`src/rtl/mouse_cursor_tracker_if.sv`:
```
// Report-in / cursor-out bundle between the USB HID host and the cursor tracker.
// The slave modport is the tracker; the master modport is the HID host side.
interface mouse_cursor_tracker_if #(
   parameter int POS_W = 10
);
   logic             report;
   logic [7:0]       mouse_dx;
   logic [7:0]       mouse_dy;
   logic [2:0]       mouse_btn;
   logic [1:0]       scale;
   logic [POS_W-1:0] cur_x;
   logic [POS_W-1:0] cur_y;
   logic [2:0]       btn;
   logic [2:0]       click;
   logic             dbl_click;
   logic             moved;
   logic             snap_toggle;

   modport slave (
      input  report, mouse_dx, mouse_dy, mouse_btn, scale,
      output cur_x, cur_y, btn, click, dbl_click, moved, snap_toggle
   );

   modport master (
      output report, mouse_dx, mouse_dy, mouse_btn, scale,
      input  cur_x, cur_y, btn, click, dbl_click, moved, snap_toggle
   );
endinterface

```
`src/rtl/mouse_cursor_tracker.sv`:
```
// Relative HID mouse reports -> absolute clamped cursor, button edges, left
// double-click and a snapshot toggle for the pixel-clock side.

// One axis: capture a scaled delta, then add it to the position and clamp.
module mct_axis #(
   parameter int RES   = 640,
   parameter int POS_W = 10,
   parameter int SW    = 13
) (
   input  logic             clk12,
   input  logic             reset_n,
   input  logic             cap,
   input  logic             commit,
   input  logic [7:0]       raw,
   input  logic [1:0]       scale,
   output logic [POS_W-1:0] pos,
   output logic             changed
);
   localparam logic [POS_W-1:0]     POS_RST = POS_W'(RES / 2);
   localparam logic signed [SW-1:0] MAX_S   = SW'(RES - 1);
   localparam logic [POS_W-1:0]     MAX_P   = POS_W'(RES - 1);

   logic signed [SW-1:0] delta;
   logic signed [SW-1:0] sum;
   logic [POS_W-1:0]     pos_nxt;

   always_ff @(posedge clk12) begin
      if (!reset_n)
         delta <= '0;
      else if (cap)
         delta <= $signed({{(SW-8){raw[7]}}, raw}) <<< scale;
   end

   // Always sums against the live position so back-to-back deltas chain.
   always_comb begin
      sum     = $signed({{(SW-POS_W){1'b0}}, pos}) + delta;
      pos_nxt = sum[POS_W-1:0];
      if (sum < 0)
         pos_nxt = '0;
      else if (sum > MAX_S)
         pos_nxt = MAX_P;
   end

   always_ff @(posedge clk12) begin
      if (!reset_n) begin
         pos     <= POS_RST;
         changed <= 1'b0;
      end else begin
         changed <= commit && (pos_nxt != pos);
         if (commit)
            pos <= pos_nxt;
      end
   end
endmodule

module mouse_cursor_tracker #(
   parameter int H_RES     = 640,
   parameter int V_RES     = 480,
   parameter int POS_W     = 10,
   parameter int DBL_TICKS = 3_000_000
) (
   input  logic                   clk12,
   input  logic                   reset_n,
   mouse_cursor_tracker_if.slave  bus
);
   localparam int SW     = ((POS_W > 11) ? POS_W : 11) + 2;
   localparam int NUM_AX = 2;
   localparam int TW     = $clog2(DBL_TICKS + 1);
   localparam logic [TW-1:0] TMAX = TW'(DBL_TICKS);

   typedef enum logic {IDLE, ARMED} dbl_state_t;

   // vld_pipe[0]: stage-1 holds a captured report; vld_pipe[1]: stage 2 committed.
   logic [1:0]                    vld_pipe;
   logic [NUM_AX-1:0][7:0]        raw;
   logic [NUM_AX-1:0][POS_W-1:0]  pos;
   logic [NUM_AX-1:0]             changed;
   logic [2:0]                    btn_q;
   logic [2:0]                    click_q;
   logic                          snap_q;
   logic                          press;
   dbl_state_t                    state, state_nxt;
   logic [TW-1:0]                 timer, timer_nxt;
   logic                          dbl_q, dbl_nxt;

   assign raw = {bus.mouse_dy, bus.mouse_dx};

   genvar g;
   generate
      for (g = 0; g < NUM_AX; g++) begin : g_ax
         localparam int RES = (g == 0) ? H_RES : V_RES;
         mct_axis #(.RES(RES), .POS_W(POS_W), .SW(SW)) u_axis (
            .clk12   (clk12),
            .reset_n (reset_n),
            .cap     (bus.report),
            .commit  (vld_pipe[0]),
            .raw     (raw[g]),
            .scale   (bus.scale),
            .pos     (pos[g]),
            .changed (changed[g])
         );
      end
   endgenerate

   always_ff @(posedge clk12) begin
      if (!reset_n) begin
         vld_pipe <= '0;
         btn_q    <= '0;
         click_q  <= '0;
         snap_q   <= 1'b0;
      end else begin
         vld_pipe <= {vld_pipe[0], bus.report};
         snap_q   <= snap_q ^ vld_pipe[1];
         click_q  <= '0;
         if (bus.report) begin
            btn_q   <= bus.mouse_btn;
            click_q <= bus.mouse_btn & ~btn_q;
         end
      end
   end

   // The FSM looks at the press being captured so dbl_click lands with click[0].
   assign press = bus.report & bus.mouse_btn[0] & ~btn_q[0];

   always_ff @(posedge clk12) begin
      if (!reset_n) begin
         state <= IDLE;
         timer <= '0;
         dbl_q <= 1'b0;
      end else begin
         state <= state_nxt;
         timer <= timer_nxt;
         dbl_q <= dbl_nxt;
      end
   end

   always_comb begin
      state_nxt = state;
      timer_nxt = timer;
      dbl_nxt   = 1'b0;
      case (state)
         IDLE: begin
            if (press) begin
               state_nxt = ARMED;
               timer_nxt = '0;
            end
         end
         ARMED: begin
            if (press && timer < TMAX) begin
               dbl_nxt   = 1'b1;
               state_nxt = IDLE;
            end else if (press) begin
               timer_nxt = '0;   // window already closed: this is a fresh first click
            end else if (timer == TMAX) begin
               state_nxt = IDLE;
            end else begin
               timer_nxt = timer + 1'b1;
            end
         end
         default: state_nxt = IDLE;
      endcase
   end

   assign bus.cur_x       = pos[0];
   assign bus.cur_y       = pos[1];
   assign bus.btn         = btn_q;
   assign bus.click       = click_q;
   assign bus.dbl_click   = dbl_q;
   assign bus.moved       = |changed;
   assign bus.snap_toggle = snap_q;
endmodule

```
`src/flat_wrapper.sv`:
```
// flat-port wrapper written by rule: the top's interface ports become plain ports
module mouse_cursor_tracker_flat 
#(
   parameter int H_RES     = 640,
   parameter int V_RES     = 480,
   parameter int POS_W     = 10,
   parameter int DBL_TICKS = 3_000_000
)
  (clk12, reset_n, bus_report, bus_mouse_dx, bus_mouse_dy, bus_mouse_btn, bus_scale, bus_cur_x, bus_cur_y, bus_btn, bus_click, bus_dbl_click, bus_moved, bus_snap_toggle);
  mouse_cursor_tracker_if #(.POS_W(POS_W)) bus_i ();
  input  logic clk12;
  input  logic reset_n;
  input wire logic [$bits(bus_i.report)-1:0] bus_report;
  input wire logic [$bits(bus_i.mouse_dx)-1:0] bus_mouse_dx;
  input wire logic [$bits(bus_i.mouse_dy)-1:0] bus_mouse_dy;
  input wire logic [$bits(bus_i.mouse_btn)-1:0] bus_mouse_btn;
  input wire logic [$bits(bus_i.scale)-1:0] bus_scale;
  output wire logic [$bits(bus_i.cur_x)-1:0] bus_cur_x;
  output wire logic [$bits(bus_i.cur_y)-1:0] bus_cur_y;
  output wire logic [$bits(bus_i.btn)-1:0] bus_btn;
  output wire logic [$bits(bus_i.click)-1:0] bus_click;
  output wire logic [$bits(bus_i.dbl_click)-1:0] bus_dbl_click;
  output wire logic [$bits(bus_i.moved)-1:0] bus_moved;
  output wire logic [$bits(bus_i.snap_toggle)-1:0] bus_snap_toggle;
  assign bus_i.report = bus_report;
  assign bus_i.mouse_dx = bus_mouse_dx;
  assign bus_i.mouse_dy = bus_mouse_dy;
  assign bus_i.mouse_btn = bus_mouse_btn;
  assign bus_i.scale = bus_scale;
  assign bus_cur_x = bus_i.cur_x;
  assign bus_cur_y = bus_i.cur_y;
  assign bus_btn = bus_i.btn;
  assign bus_click = bus_i.click;
  assign bus_dbl_click = bus_i.dbl_click;
  assign bus_moved = bus_i.moved;
  assign bus_snap_toggle = bus_i.snap_toggle;
  mouse_cursor_tracker #(.H_RES(H_RES), .V_RES(V_RES), .POS_W(POS_W), .DBL_TICKS(DBL_TICKS)) u_core (.clk12(clk12), .reset_n(reset_n), .bus(bus_i));
endmodule
```
`config.mk`:
```
export PLATFORM = sky130hd
export DESIGN_NAME = mouse_cursor_tracker_flat
export DESIGN_NICKNAME = d
export VERILOG_FILES = /design/src/rtl/mouse_cursor_tracker_if.sv /design/src/rtl/mouse_cursor_tracker.sv /design/src/flat_wrapper.sv
export SDC_FILE = /design/constraint.sdc
export NUM_CORES = 1
export LEC_CHECK = 0
export CAP_MARGIN = 10
export CORE_MARGIN = 2
export CORE_UTILIZATION = 46
export DETAILED_ROUTE_END_ITERATION = 7
export MAX_ROUTING_LAYER = met4
export PLACE_DENSITY = 0.68
export SLEW_MARGIN = 20
export SYNTH_ARGS = -nofsm -noshare
export SYNTH_HDL_FRONTEND = slang
export SYNTH_SLANG_ARGS = --single-unit
```
`constraint.sdc`:
```
create_clock -name clk12 -period 3.5 [get_ports clk12]
set_input_delay 0.7 -clock clk12 [delete_from_list [all_inputs] [get_ports clk12]]
set_output_delay 0.7 -clock clk12 [all_outputs]
set_load 0.01 [all_outputs]
```
Word level (Yosys, flattened, before mapping)
Cells that the tools add are included.
Word-level totals
  register bits: 81
  output and inout bits: 29
  logic and storage cells: 58
Operators by class
  add/sub/neg operators: 3
  order comparisons: 5
  eq/ne operators: 6
  shifts and indexed selects: 2
  mux-type cells: 15
  bitwise operators: 7
  reduce and logical (&&, ||, !) cells: 7
Operators with widths (count)
  22-bit 2-to-1 mux: 4
  22-bit one-hot mux with 2 select lines: 1
  10-bit 2-to-1 mux: 4
  11-bit by 13-bit adder with 13-bit output: 2
  13-bit by 1-bit less-than comparator with 1-bit output, second input constant: 2
  8-bit by 2-bit <<< shifter with 13-bit output: 2
  22-bit by 1-bit adder with 22-bit output, second input constant: 1
  22-bit equality test, second input constant: 1
  22-bit less-than comparator, second input constant: 1
  10-bit != test: 2
  13-bit by 10-bit greater-than comparator with 1-bit output, second input constant: 1
  13-bit by 11-bit greater-than comparator with 1-bit output, second input constant: 1
  1-bit 2-to-1 mux: 5
  2-bit AND reduction: 2
  3-bit AND: 1
  1-bit logical AND: 3
  3-bit by 2-bit != test with 1-bit output, second input constant: 1
  3-bit inverter: 1
  3-bit AND reduction: 1
  1-bit AND: 2
  2-bit by 1-bit != test with 1-bit output, second input constant: 1
  2-bit != test, second input constant: 1
  1-bit inverter: 2
  1-bit one-hot mux with 2 select lines: 1
  2 further kinds: 2

Longest topological paths before layout
Gate-level depths: netlist (run 1).
  depth after elaboration: 6
  gate-level depth with buffers: 14
  depth with buffers taken out: 12

Cells and area by module
From an unflattened synthesis (run 1), not the netlist that was laid out.
Unflattened totals
  cells, all modules: 677
  area total of the unflattened synthesis: 5586.6 µm²
Modules (own cells, without submodules)
  mct_axis (u_core.g_ax[0].u_axis): times used 1, cells each 247, area each 1941.9 µm², seq. area each 440.4 µm²
  mct_axis (u_core.g_ax[1].u_axis): times used 1, cells each 224, area each 1843.0 µm², seq. area each 440.4 µm²
  mouse_cursor_tracker: times used 1, cells each 206, area each 1801.7 µm², seq. area each 660.6 µm²

Worst setup path before layout (run 1)
No wires, ideal clock.
  kind: reg-to-reg
  start: register u_core.g_ax[1].u_axis.pos[0]
  end: register u_core.g_ax[1].u_axis.changed
  arrival: 2.766 ns
  required time: 3.380 ns
  path slack: 0.614 ns
  stages on the path, launching flop included: 14
  buffers on the path: 1
  path through: dfxtp_1 ha_1 inv_1 fa_1 nor2b_1 o2111a_1 o211ai_1 a21oi_1 buf_2 o221ai_1 a21oi_1 o211a_1 nand4b_1 o31a_1
Between the ends
  word-level cells in the longest chain between the ends: 6
  elaborated cells on any way between the ends: 7
  those cells by class: 1 x add/sub; 2 x order compare; 1 x eq/ne; 2 x mux; 1 x reduce/logical
RTL lines
  start: declaration: line mouse_cursor_tracker.sv:16  | output logic [POS_W-1:0] pos,
  start signal: assignment: line mouse_cursor_tracker.sv:51  | pos <= pos_nxt;
  11-bit by 13-bit adder with 13-bit output: line mouse_cursor_tracker.sv:36  | sum = $signed({{(SW-POS_W){1'b0}}, pos}) + delta;
  13-bit by 10-bit greater-than comparator with 1-bit output: line mouse_cursor_tracker.sv:40  | else if (sum > MAX_S)
  10-bit 2-to-1 mux: line mouse_cursor_tracker.sv:40
  10-bit 2-to-1 mux: line mouse_cursor_tracker.sv:38  | if (sum < 0)
  10-bit != test (*): line mouse_cursor_tracker.sv:49  | changed <= commit && (pos_nxt != pos);
  1-bit logical AND (*): line mouse_cursor_tracker.sv:49
  end signal: assignment: line mouse_cursor_tracker.sv:49
  end: declaration: line mouse_cursor_tracker.sv:17  | output logic changed
Every way passes the cells marked *; elsewhere a longest branch is shown, timed or not.
A chain may end at the register's enable or synchronous reset.

Worst setup path in the final report (run 1)
  start: register u_core.g_ax[0].u_axis.pos[2]
  end: register u_core.g_ax[0].u_axis.changed
Between the ends
  word-level cells in the longest chain between the ends: 6
  elaborated cells on any way between the ends: 7
  those cells by class: 1 x add/sub; 2 x order compare; 1 x eq/ne; 2 x mux; 1 x reduce/logical
RTL lines (line)
  start: declaration: mouse_cursor_tracker.sv:16
  start signal: assignment: mouse_cursor_tracker.sv:51
  11-bit by 13-bit adder with 13-bit output: mouse_cursor_tracker.sv:36
  13-bit by 11-bit greater-than comparator with 1-bit output: mouse_cursor_tracker.sv:40
  10-bit 2-to-1 mux: mouse_cursor_tracker.sv:40
  10-bit 2-to-1 mux: mouse_cursor_tracker.sv:38
  10-bit != test (*): mouse_cursor_tracker.sv:49
  1-bit logical AND (*): mouse_cursor_tracker.sv:49
  end signal: assignment: mouse_cursor_tracker.sv:49
  end: declaration: mouse_cursor_tracker.sv:17
Marks and branches as above.

==> key figures, run 1 <==
Floorplanning
  – Std-Cell Core Area: 10,900 um^2
  – Row cnt: 38
  – Die height: 110 um
  – Full die area: 12,100 um^2
  – # IOs: 53
  – Starting Density: 0.475
  – Die W: 110 um

STA
  – Worst slew margin: 0.475
  – Final hold viol count: 0
  – RSZ-0062 raised after global routing: false
  – Clock skew: 12.7 ps
  – Final min period: between 3000 and 4000 ps
  – WHS: between 400 and 500 ps
  – Fin crit share: 0.913
  – Max Freq: 313 MHz
  – Final setup TNS: 0 ps
  – # setup viols final: 0
  – Final worst slack: 305 ps
  – Actual slew at the worst max-slew pin: 785 ps
  – Final Slew Violations: 0

Worst setup path
  – Worst reg2reg setup slack: 310 ps
  – RR Endpoint: u_core.g_ax[0].u_axis.changed$_SDFF_PN0_
  – Reg2Reg Depth: 10
  – Slowest stage cell, crit path: dfxtp_1
  – Crit-path cells: ha_1 > o211ai_1 > o21ai_1 > a211o_1 > a211oi_2 > nand3_1 > xnor2_1 > a2111oi_0 > and4bb_1 > a41oi_1
  – Critical path launch point type: flip-flop
  – Family with the most delay on the worst path: compound AO/OA/AOI/OAI gates
  – CP bufs+invs: 0
  – CP peak stage delay: 470 ps
  – Kind of critical path: reg2reg
  – Crit. End Element: flip-flop
  – Reg2reg start: u_core.g_ax[0].u_axis.pos[2]$_SDFFE_PN0P_
  – Crit Path Max Fanout: 7
  – CP arrival: roughly 3400 ps
  – Worst path required time: between 3000 and 4000 ps

Drt
  – Via count: around 4,900
  – 1st-pass router iterations: 7
  – Routed len/inst: between 15 and 20 um
  – Vias per inst: around 5.9
  – Total wire length: 13,400 um
  – Drc violations: 0
  – DR iter-0 viols: 345
  – ANT nets after route: 0

Yosys
  – Cells after synthesis: 642
  – Seq/Total Area, Yosys: 0.298
  – Avg Inst Size Synth: 8.05 um^2
  – Post-Syn Area: 5170 um^2
  – Simple-gate portion of the synthesized area: 0.237
  – Net Count, Synth: roughly 700
  – EDFF count, synth: 0
  – Xor and xnor area share after synthesis: 0.0203
  – Ys Warns: 0
  – Post-synthesis adder-cell area fraction: 0.0610
  – Multiplexer area fraction after synthesis: 0.0637
  – Primary FF master, synth: dfxtp_1
  – Post-synthesis compound-gate area fraction: 0.275
  – Largest family of logic cells by synthesized area: compound AO/OA/AOI/OAI gates
  – Post-synth ARST share: 0
  – Synth Register Bits: 77
  – Netlist cell types: 80

Clock network
  – Hold buffer count at cts: 0
  – TritonCTS clock tree: yes
  – Clk slew on worst S/H paths: 80 ps
  – Num Clock Sinks: 77
  – H-tree Lvls: 3
  – Clock root buffer: clkbuf_8
  – Max Root-Sink Buffers: 2
  – Num CTS Buffers: 9
  – Clk_lat worst skew: 380 ps

Power
  – PwrDens: 395 nW/um^2
  – VDD IR-drop max: between 0.00015 and 0.0002 V
  – Leak Pwr: about 0.0023 uW
  – Overall Power: roughly 2400 uW

Place
  – Setup WS pre-CTS: 304 ps
  – HPWL Detailed: 9820 um
  – Port Buffers: 52
  – Placer Congestion: 0.888

Cells and area
  – Layout area overhead: 16.6%
  – Area occupied by multi-input gates: 3400 um^2
  – Most frequent cells in the layout: dfxtp_1, a21oi_1, nor2_1
  – Register area: 1540 um^2
  – Share of cells above drive strength 1: 0.0871
  – Most common cell after layout, fill and taps aside: dfxtp_1
  – # nets final: about 730
  – Filler cell count in the final layout: approximately 1,000

Worst hold path
  – Hold Crit Class: reg2reg
  – Endpoint, Worst Hold: u_core.bus.click[1]$_SDFF_PN0_
  – Worst hold start: u_core.bus.btn[1]$_SDFFE_PN0P_
  – Hold path depth: 1

Global routing
  – Total gr overflow: 0
  – Largest net degree at the start of global routing: 33
  – Global-route wire length before repair: 22,000 um
  – Vias in the first global route: 4,559
  – GRT Util Overall: 0.238
  – Initial antenna violation count: 1

Run
  – Max-cap violations: 0

Status
  – Outcome: complete, no violations
## routing by layer
layer  GRT usage  up-vias  wire length [um]
met4      0.0859        0               306
li1            -     2468                 -
met1       0.300     2292              6020
met3      0.0535       27               788
met2       0.375      151              6250
met5           -        -                 0
## timing repair
action                                  in CTS  in global routing
endpoints found under the setup margin       0                  1
buffers inserted                             0                  0
resized for setup                            0                  1
## Yosys cell counts, types with 5 or more instances
| master | n | area [um^2] |
|---|---|---|
| dfxtp_1 | 77 | 1540 |
| a21oi_1 | 72 | 360 |
| nor2_1 | 70 | 263 |
| nand2_1 | 49 | 184 |
| o21ai_0 | 28 | 140 |
| mux2i_1 | 25 | 250 |
| ha_1 | 22 | 275 |
| clkbuf_1 | 21 | 78.8 |
| nand3_1 | 21 | 105 |
| inv_1 | 19 | 71.3 |
| and3_1 | 13 | 81.3 |
| o211ai_1 | 13 | 97.6 |
| nor2b_1 | 12 | 75.1 |
| nor3_1 | 11 | 55.1 |
| a211oi_1 | 10 | 75.1 |
| a21o_1 | 10 | 75.1 |
| nand2b_1 | 10 | 62.6 |
| xnor2_1 | 9 | 78.8 |
| o21a_1 | 8 | 60.1 |
| a311oi_1 | 7 | 61.3 |
| a211o_1 | 6 | 52.6 |
| nor3b_1 | 6 | 45.0 |
| nor4_1 | 6 | 37.5 |
| and2_1 | 5 | 31.3 |
| buf_2 | 5 | 25.0 |
| nand3b_1 | 5 | 37.5 |
## state kept, by name, indices dropped and copies added (netlist names)
signal and cells:
u_core.state 1, u_core.bus.click 3, u_core.bus.dbl_click 1, u_core.g_ax.u_axis.delta 22, u_core.timer 22, u_core.bus.snap_toggle 1, u_core.bus.btn 3, u_core.g_ax.u_axis.pos 20
u_core.g_ax.u_axis.changed 2, u_core.vld_pipe 2
## worst max path at each step
| stage | end | cells after the start | slack (ps) | from |
|---|---|---|---|---|
| 2_1_floorplan | u_core.g_ax[1].u_axis.changed$_SDFF_PN0_ | 13 | 610 | u_core.g_ax[1].u_axis.pos[0]$_SDFFE_PN0P_ |
| 4_1_cts | u_core.g_ax[0].u_axis.changed$_SDFF_PN0_ | 12 | 270 | u_core.g_ax[0].u_axis.pos[0]$_SDFFE_PN0P_ |
| 5_1_grt | u_core.g_ax[1].u_axis.changed$_SDFF_PN0_ | 12 | 90 | u_core.g_ax[1].u_axis.pos[0]$_SDFFE_PN0P_ |
| 3_5_place_dp | u_core.g_ax[0].u_axis.changed$_SDFF_PN0_ | 12 | 300 | u_core.g_ax[0].u_axis.pos[0]$_SDFFE_PN0P_ |
| 3_3_place_gp | u_core.g_ax[1].u_axis.changed$_SDFF_PN0_ | 12 | 350 | u_core.g_ax[1].u_axis.pos[0]$_SDFFE_PN0P_ |
| 6_report | u_core.g_ax[0].u_axis.changed$_SDFF_PN0_ | 10 | 310 | u_core.g_ax[0].u_axis.pos[2]$_SDFFE_PN0P_ |
## final cells by class
| class | instances | area share |
|---|---|---|
| Antenna cell | 1 | 0.000415 |
| Sequential cell | 77 | 0.256 |
| Clock inverter | 6 | 0.0106 |
| Clock buffer | 9 | 0.0206 |
| Inverter | 21 | 0.0131 |
| Timing Repair Buffer | 66 | 0.106 |
| Tap cell | 140 | 0.0291 |
| Multi-Input combinational cell | 510 | 0.564 |
## logic make-up (layout without fill, tap and decap cells)
logic type | Yosys count | count (layout)
muxes | 30 | 30
other | 0 | 1
xor gates and xnor gates | 12 | 12
adders and majority gates | 24 | 24
and+or+nand+nor | 236 | 236
DFF | 77 | 77
buffers and inverters | 55 | 102
AOI/OAI and AO/OA | 208 | 208
## stage by stage
step           area (um^2)  utilization  cells
6_report              6020        0.553    830
5_1_grt               6020        0.553    830
4_1_cts               6020        0.553    829
3_5_place_dp          5830        0.535    814
3_3_place_gp          5830        0.535    814
2_1_floorplan         5170            -    642
## power by group
group	internal, uW	switching (uW)	leakage, uW
registers	919	48.4	0.000629
clock network	325	357	0.0000915
logic	331	400	0.00160
total	1570	805	0.00232
Note: power is estimated with default switching activity, not from simulation.
==> run 2, diff against run 1 <==
==> constraint.sdc (replaced) <==
create_clock -name clk12 -period 3.94 [get_ports clk12]
set_input_delay 0.788 -clock clk12 [delete_from_list [all_inputs] [get_ports clk12]]
set_output_delay 0.788 -clock clk12 [all_outputs]
set_load 0.01 [all_outputs]
==> run 2 against run 1 <==
  * Sequential power down 11%
  * Global-route usage up 0.091 points
  * Maximum frequency down 7.3%
  * Routed wire length up 0.43%
  * Sequential share of layout area up 0.32 points
  * Utilization down 0.68 points
  * First-iteration DRC count down 15%
  * Register-to-register slack better by 190 ps
  * Critical endpoint unchanged
==> key figures, run 2 (same netlist as run 1, synthesis figures left out) <==
Status
  – Outcome: complete, no violations

Clock network
  – Num Clock Sinks: 77 (unchanged)
  – Clk_lat worst skew: 380 ps (about the same)
  – Clock root buffer: clkbuf_8
  – Clk slew on worst S/H paths: 80 ps (about the same)
  – Max Root-Sink Buffers: 2 (unchanged)
  – Hold buffer count at cts: 0 (unchanged)
  – TritonCTS clock tree: yes
  – Post-CTS Setup Bufs: 0 (unchanged)
  – H-tree Lvls: 3 (unchanged)
  – Num CTS Buffers: 9 (unchanged)
  – CTS resizes: 0 (unchanged)

Drt
  – Total wire length: 13,400 um (+0.43%)
  – DR iter-0 viols: 293 (-15%)
  – ANT nets after route: 0 (unchanged)
  – Vias per inst: 6.00 (+0.93%)
  – Routed len/inst: 16.4 um (+1.7%)
  – Drc violations: 0 (unchanged)
  – Via count: 4,924 (-0.28%)
  – 1st-pass router iterations: 5 (-2)

Cells and area
  – # nets final: 724 (-1.2%)
  – Most frequent cells in the layout: dfxtp_1, a21oi_1, nor2_1
  – Layout area overhead: 15.1%
  – Share of cells above drive strength 1: 0.0721 (-0.0150)
  – Ant. Diodes: 0 (-1)
  – Filler cell count in the final layout: 999 (-4.1%)
  – Most common cell after layout, fill and taps aside: dfxtp_1
  – Regs by FF count: u_core.g_ax.u_axis.delta x22, u_core.timer x22, u_core.g_ax.u_axis.pos x20

Run
  – Max-cap violations: 0 (unchanged)

STA
  – # setup viols final: 0 (unchanged)
  – RSZ-0062 raised after global routing: false
  – Final worst slack: 492 ps (+187 ps)
  – Final Slew Violations: 0 (unchanged)
  – Clock skew: 8.06 ps (-4.62 ps)
  – Max Freq: 290 MHz (-7.3%)
  – Final min period: 3450 ps (+253 ps)
  – Final setup TNS: 0 ps (unchanged)
  – Actual slew at the worst max-slew pin: 966 ps (+181 ps)
  – Worst slew margin: 0.354 (-0.121)
  – Final hold viol count: 0 (unchanged)
  – Fin crit share: 0.875 (-0.0377)

Place
  – HPWL Detailed: 9570 um (-2.6%)
  – Setup WS pre-CTS: 534 ps (+230 ps)
  – Port Buffers: 52 (unchanged)
  – Placer Congestion: 0.908 (+2.2%)

Floorplanning
  – Std-Cell Core Area: 10,900 um^2 (unchanged)
  – # IOs: 53 (unchanged)
  – Die height: 110 um (unchanged)
  – Die W: 110 um (unchanged)
  – Full die area: 12,100 um^2 (unchanged)
  – Starting Density: 0.475 (unchanged)
  – Row cnt: 38 (unchanged)

Worst setup path
  – Slowest stage cell, crit path: o31ai_1
  – CP arrival: 3700 ps (+270 ps)
  – Worst path required time: 4190 ps (+450 ps)
  – Crit Path Max Fanout: 13 (+6)
  – CP bufs+invs: 1 (+1)
  – Crit-path cells: ha_1 > inv_1 > fa_1 > nor2b_1 > o31ai_1 > a21oi_1 > o21ba_2 > o31ai_4 > a21oi_1 > a2111oi_0 > and4bb_1 > a41oi_1
  – Crit. End Element: flip-flop
  – Kind of critical path: reg2reg
  – Critical path launch point type: flip-flop
  – CP peak stage delay: 570 ps (+100 ps)
  – CP dominant cell by count: a21oi_1
  – Family with the most delay on the worst path: compound AO/OA/AOI/OAI gates

Global routing
  – Total gr overflow: 0 (unchanged)
  – Vias in the first global route: 4,568 (+0.20%)
  – Initial antenna violation count: 0 (-1)
  – Global-route wire length before repair: 21,900 um (-0.40%)
  – Largest net degree at the start of global routing: 64 (+94%)
  – GRT Util Overall: 0.239 (+0.000910)

Power
  – PwrDens: 359 nW/um^2 (-9.1%)
  – Leak Pwr: 0.00228 uW (-1.7%)
  – VDD IR-drop max: 0.000179 V (-7.8%)

Worst hold path
  – Hold Crit Class: reg2reg
[run 2: area by class of cell]
type	instances	area, um^2	area share
sequential	77	1540	0.259
timing repair buffer	57	558	0.0938
multi-input combinational	510	3400	0.571
clock inverter	3	45.0	0.00757
clock buffer	12	155	0.0261
tap	140	175	0.0294
inverter	21	80.1	0.0135
[run 2: power breakdown]
part           switching [uW]  leakage, uW  internal (uW)
Sequential               48.0     0.000629            816
Clock                     311    0.0000947            324
Combinational             354      0.00155            284
[run 2: stage by stage]
step                      instances  total power (uW)  instance area [um^2]  hold WS, ps  utilization
final                           820              2140                  5950          452        0.547
after global routing            820              2250                  5950          487        0.547
after CTS                       820              2140                  5950          457        0.546
after detailed placement        805              1510                  5750          443        0.528
after global placement          805              1490                  5750          432        0.528
after floorplan                 642              1340                  5170          441            -
[run 2: path summary, 6_finish.rpt]
check / from / end / slack, ps / depth (start not counted)
worst min register to register: u_core.bus.btn[2]$_SDFFE_PN0P_ / u_core.bus.click[2]$_SDFF_PN0_ / 450 / 1
worst min-delay path: u_core.bus.btn[2]$_SDFFE_PN0P_ / u_core.bus.click[2]$_SDFF_PN0_ / 450 / 1
worst max register to register: u_core.g_ax[0].u_axis.pos[0]$_SDFFE_PN0P_ / u_core.g_ax[0].u_axis.changed$_SDFF_PN0_ / 490 / 12
worst max-delay path: u_core.g_ax[0].u_axis.pos[0]$_SDFFE_PN0P_ / u_core.g_ax[0].u_axis.changed$_SDFF_PN0_ / 490 / 12
[run 2: per-layer routing]
layer  part of all wire  wire, um  global-route usage  vias up
li1                   -         -                   -     2437
met1               0.45      6050               0.293     2321
met2               0.47      6330               0.381      147
met3              0.057       759              0.0488       19
met4              0.022       289               0.103        0
met5                  0         0                   -        -
[run 2: worst register-to-register path, stage by stage, from the launching register on]
cell and delay [ps]:
dfxtp_1 350, ha_1 250, inv_1 80, fa_1 210, nor2b_1 70, o31ai_1 570
a21oi_1 190, o21ba_2 280, o31ai_4 460, a21oi_1 90, a2111oi_0 350, and4bb_1 290
a41oi_1 130
==> run 3, diff against run 2 <==
--- a/config.mk
+++ b/config.mk
@@ -9,8 +9,10 @@
 export CORE_MARGIN = 2
 export CORE_UTILIZATION = 46
 export DETAILED_ROUTE_END_ITERATION = 7
+export HOLD_SLACK_MARGIN = 0.12
 export MAX_ROUTING_LAYER = met4
 export PLACE_DENSITY = 0.68
+export RECOVER_POWER = 25
 export SLEW_MARGIN = 20
 export SYNTH_ARGS = -nofsm -noshare
 export SYNTH_HDL_FRONTEND = slang
==> run 3 against run 2 <==
  * Sequential share of layout area about the same
  * Non-clock buffer count unchanged
  * The flow now finishes with violations (max-capacitance violations, max-slew violations)
  * Cell area about the same
  * First-iteration DRC count shrank 16%
  * Cell count unchanged
  * Critical endpoint unchanged
  * Routed wire length is 0.10% higher
  * Combinational power barely moved
==> key figures, run 3 (same netlist as run 1, synthesis figures left out) <==
Cells and area
  – Most frequent cells in the layout: dfxtp_1, a21oi_1, nor2_1
  – Most common cell after layout, fill and taps aside: dfxtp_1
  – Finished Layout Cells: 820 (unchanged)
  – Finished Core Util: 0.546 (about the same)
  – Ant. Diodes: 0 (unchanged)
  – Layout area overhead: 15.0% (about the same)
  – Share of cells above drive strength 1: 0.0691 (-0.00294)
  – # nets final: 724 (unchanged)
  – Regs by FF count: u_core.g_ax.u_axis.delta x22, u_core.timer x22, u_core.g_ax.u_axis.pos x20

Drt
  – Total wire length: 13,400 um (+0.10%)
  – Drc violations: 0 (unchanged)
  – DR iter-0 viols: 245 (-16%)
  – Routed len/inst: 16.4 um (+0.10%)
  – ANT nets after route: 0 (unchanged)
  – Vias per inst: 6.03 (+0.35%)
  – Via count: 4,941 (+0.35%)
  – 1st-pass router iterations: 5 (unchanged)

Floorplanning
  – Std-Cell Core Area: 10,900 um^2 (unchanged)
  – Full die area: 12,100 um^2 (unchanged)
  – Die W: 110 um (unchanged)
  – Starting Density: 0.475 (unchanged)
  – Row cnt: 38 (unchanged)
  – # IOs: 53 (unchanged)
  – Die height: 110 um (unchanged)

Worst setup path
  – Crit Path Max Fanout: 13 (unchanged)
  – Critical path launch point type: flip-flop
  – Slowest stage cell, crit path: o31ai_1
  – Kind of critical path: reg2reg
  – Crit-path cells: ha_1 > inv_1 > fa_1 > nor2b_1 > o31ai_1 > a21oi_1 > o21ba_2 > o31ai_4 > a21oi_1 > a2111oi_0 > and4bb_1 > a41oi_1
  – CP peak stage delay: 570 ps (about the same)
  – Family with the most delay on the worst path: compound AO/OA/AOI/OAI gates
  – Crit. End Element: flip-flop
  – CP arrival: 3720 ps (+20 ps)
  – Worst path required time: 4190 ps (about the same)
  – CP dominant cell by count: a21oi_1
  – CP bufs+invs: 1 (unchanged)

Clock network
  – Clock root buffer: clkbuf_8
  – CTS resizes: 0 (unchanged)
  – TritonCTS clock tree: yes
  – Num Clock Sinks: 77 (unchanged)
  – Num CTS Buffers: 9 (unchanged)
  – Hold buffer count at cts: 0 (unchanged)
  – H-tree Lvls: 3 (unchanged)
  – Post-CTS Setup Bufs: 0 (unchanged)
  – Clk_lat worst skew: 380 ps (about the same)
  – Clk slew on worst S/H paths: 80 ps (about the same)
  – Max Root-Sink Buffers: 2 (unchanged)

STA
  – Clock skew: 5.76 ps (-2.30 ps)
  – # setup viols final: 0 (unchanged)
  – Final Slew Violations: 64 (+64)
  – Max Freq: 288 MHz (-0.77%)
  – Final hold viol count: 0 (unchanged)
  – Actual slew at the worst max-slew pin: 2040 ps (+1070 ps)
  – RSZ-0062 raised after global routing: false
  – Final min period: 3470 ps (+26.7 ps)
  – Worst slew margin: -0.360 (-0.714)
  – Fin crit share: 0.882 (+0.00677)
  – Final setup TNS: 0 ps (unchanged)

Run
  – Max-cap violations: 1 (+1)

Power
  – VDD IR-drop max: 0.000180 V (+0.94%)
  – PwrDens: 359 nW/um^2 (about the same)
  – Leak Pwr: 0.00231 uW (+1.3%)

Place
  – Dpl cells: 805 (unchanged)
  – Placer Congestion: 0.908 (unchanged)
  – HPWL Detailed: 9570 um (unchanged)
  – Port Buffers: 52 (unchanged)

Status
  – Outcome: finished, violations left
  – Violated checks: max-capacitance violations, max-slew violations

Global routing
  – Initial antenna violation count: 0 (unchanged)
  – Total gr overflow: 0 (unchanged)
  – Largest net degree at the start of global routing: 64 (unchanged)
  – Vias in the first global route: 4,568 (unchanged)
  – GRT Util Overall: 0.239 (unchanged)
  – Global-route wire length before repair: 21,900 um (unchanged)

Worst hold path
  – Hold Crit Class: reg2reg
-- run 3: changes by cell type in the layout (fill, tap and decap cells not counted), sizes merged --
cell           change
buf                -1
clkbuf             +1
clkdlybuf4s50     -13
clkinv             -1
dlygate4sd3       +13
inv                +1
-- run 3: layer usage --
metal | global-route usage | part of all wire
met4 | 0.103 | 0.021
met1 | 0.293 | 0.45
met5 | - | 0
met3 | 0.0488 | 0.055
met2 | 0.381 | 0.47
-- run 3: area by class of cell --
cell class / count / area [um^2]
fill: 1002 / 4940
clock buffer: 12 / 155
inverter: 21 / 78.8
multi-input combinational: 510 / 3400
clock inverter: 3 / 45.0
sequential: 77 / 1540
timing repair buffer: 57 / 554
tap: 140 / 175
-- run 3: path summary, 6_finish.rpt --
check             cells past startpoint                                       end  slack, ps                                       from
setup / recovery                     12  u_core.g_ax[0].u_axis.changed$_SDFF_PN0_        470  u_core.g_ax[0].u_axis.pos[0]$_SDFFE_PN0P_
hold / removal                        1            u_core.bus.click[2]$_SDFF_PN0_        450             u_core.bus.btn[2]$_SDFFE_PN0P_
setup reg to reg                     12  u_core.g_ax[0].u_axis.changed$_SDFF_PN0_        470  u_core.g_ax[0].u_axis.pos[0]$_SDFFE_PN0P_
hold reg to reg                       1            u_core.bus.click[2]$_SDFF_PN0_        450             u_core.bus.btn[2]$_SDFFE_PN0P_
-- run 3: where the power goes --
group,internal (uW),total [uW],switching (uW),leakage (uW)
combinational,282,635,353,0.00158
sequential,816,864,48.0,0.000629
clock,324,638,314,0.0000947
-- run 3: worst register-to-register path, stage by stage (launching register included) --
cell,delay [ps]
dfxtp_1,350
ha_1,250
inv_1,80
fa_1,210
nor2b_1,70
o31ai_1,570
a21oi_1,190
o21ba_2,280
o31ai_4,460
a21oi_1,80
a2111oi_0,380
and4bb_1,300
a41oi_1,120
-- run 3: through the flow --
stage          worst slack, ps  hold WS (ps)  power, uW  instance area, um^2
3_5_place_dp               534           443       1510                 5750
2_1_floorplan             1050           441       1340                 5170
5_1_grt                    211           482       2250                 5950
3_3_place_gp               586           432       1490                 5750
6_report                   466           447       2140                 5950
4_1_cts                    568           457       2140                 5950
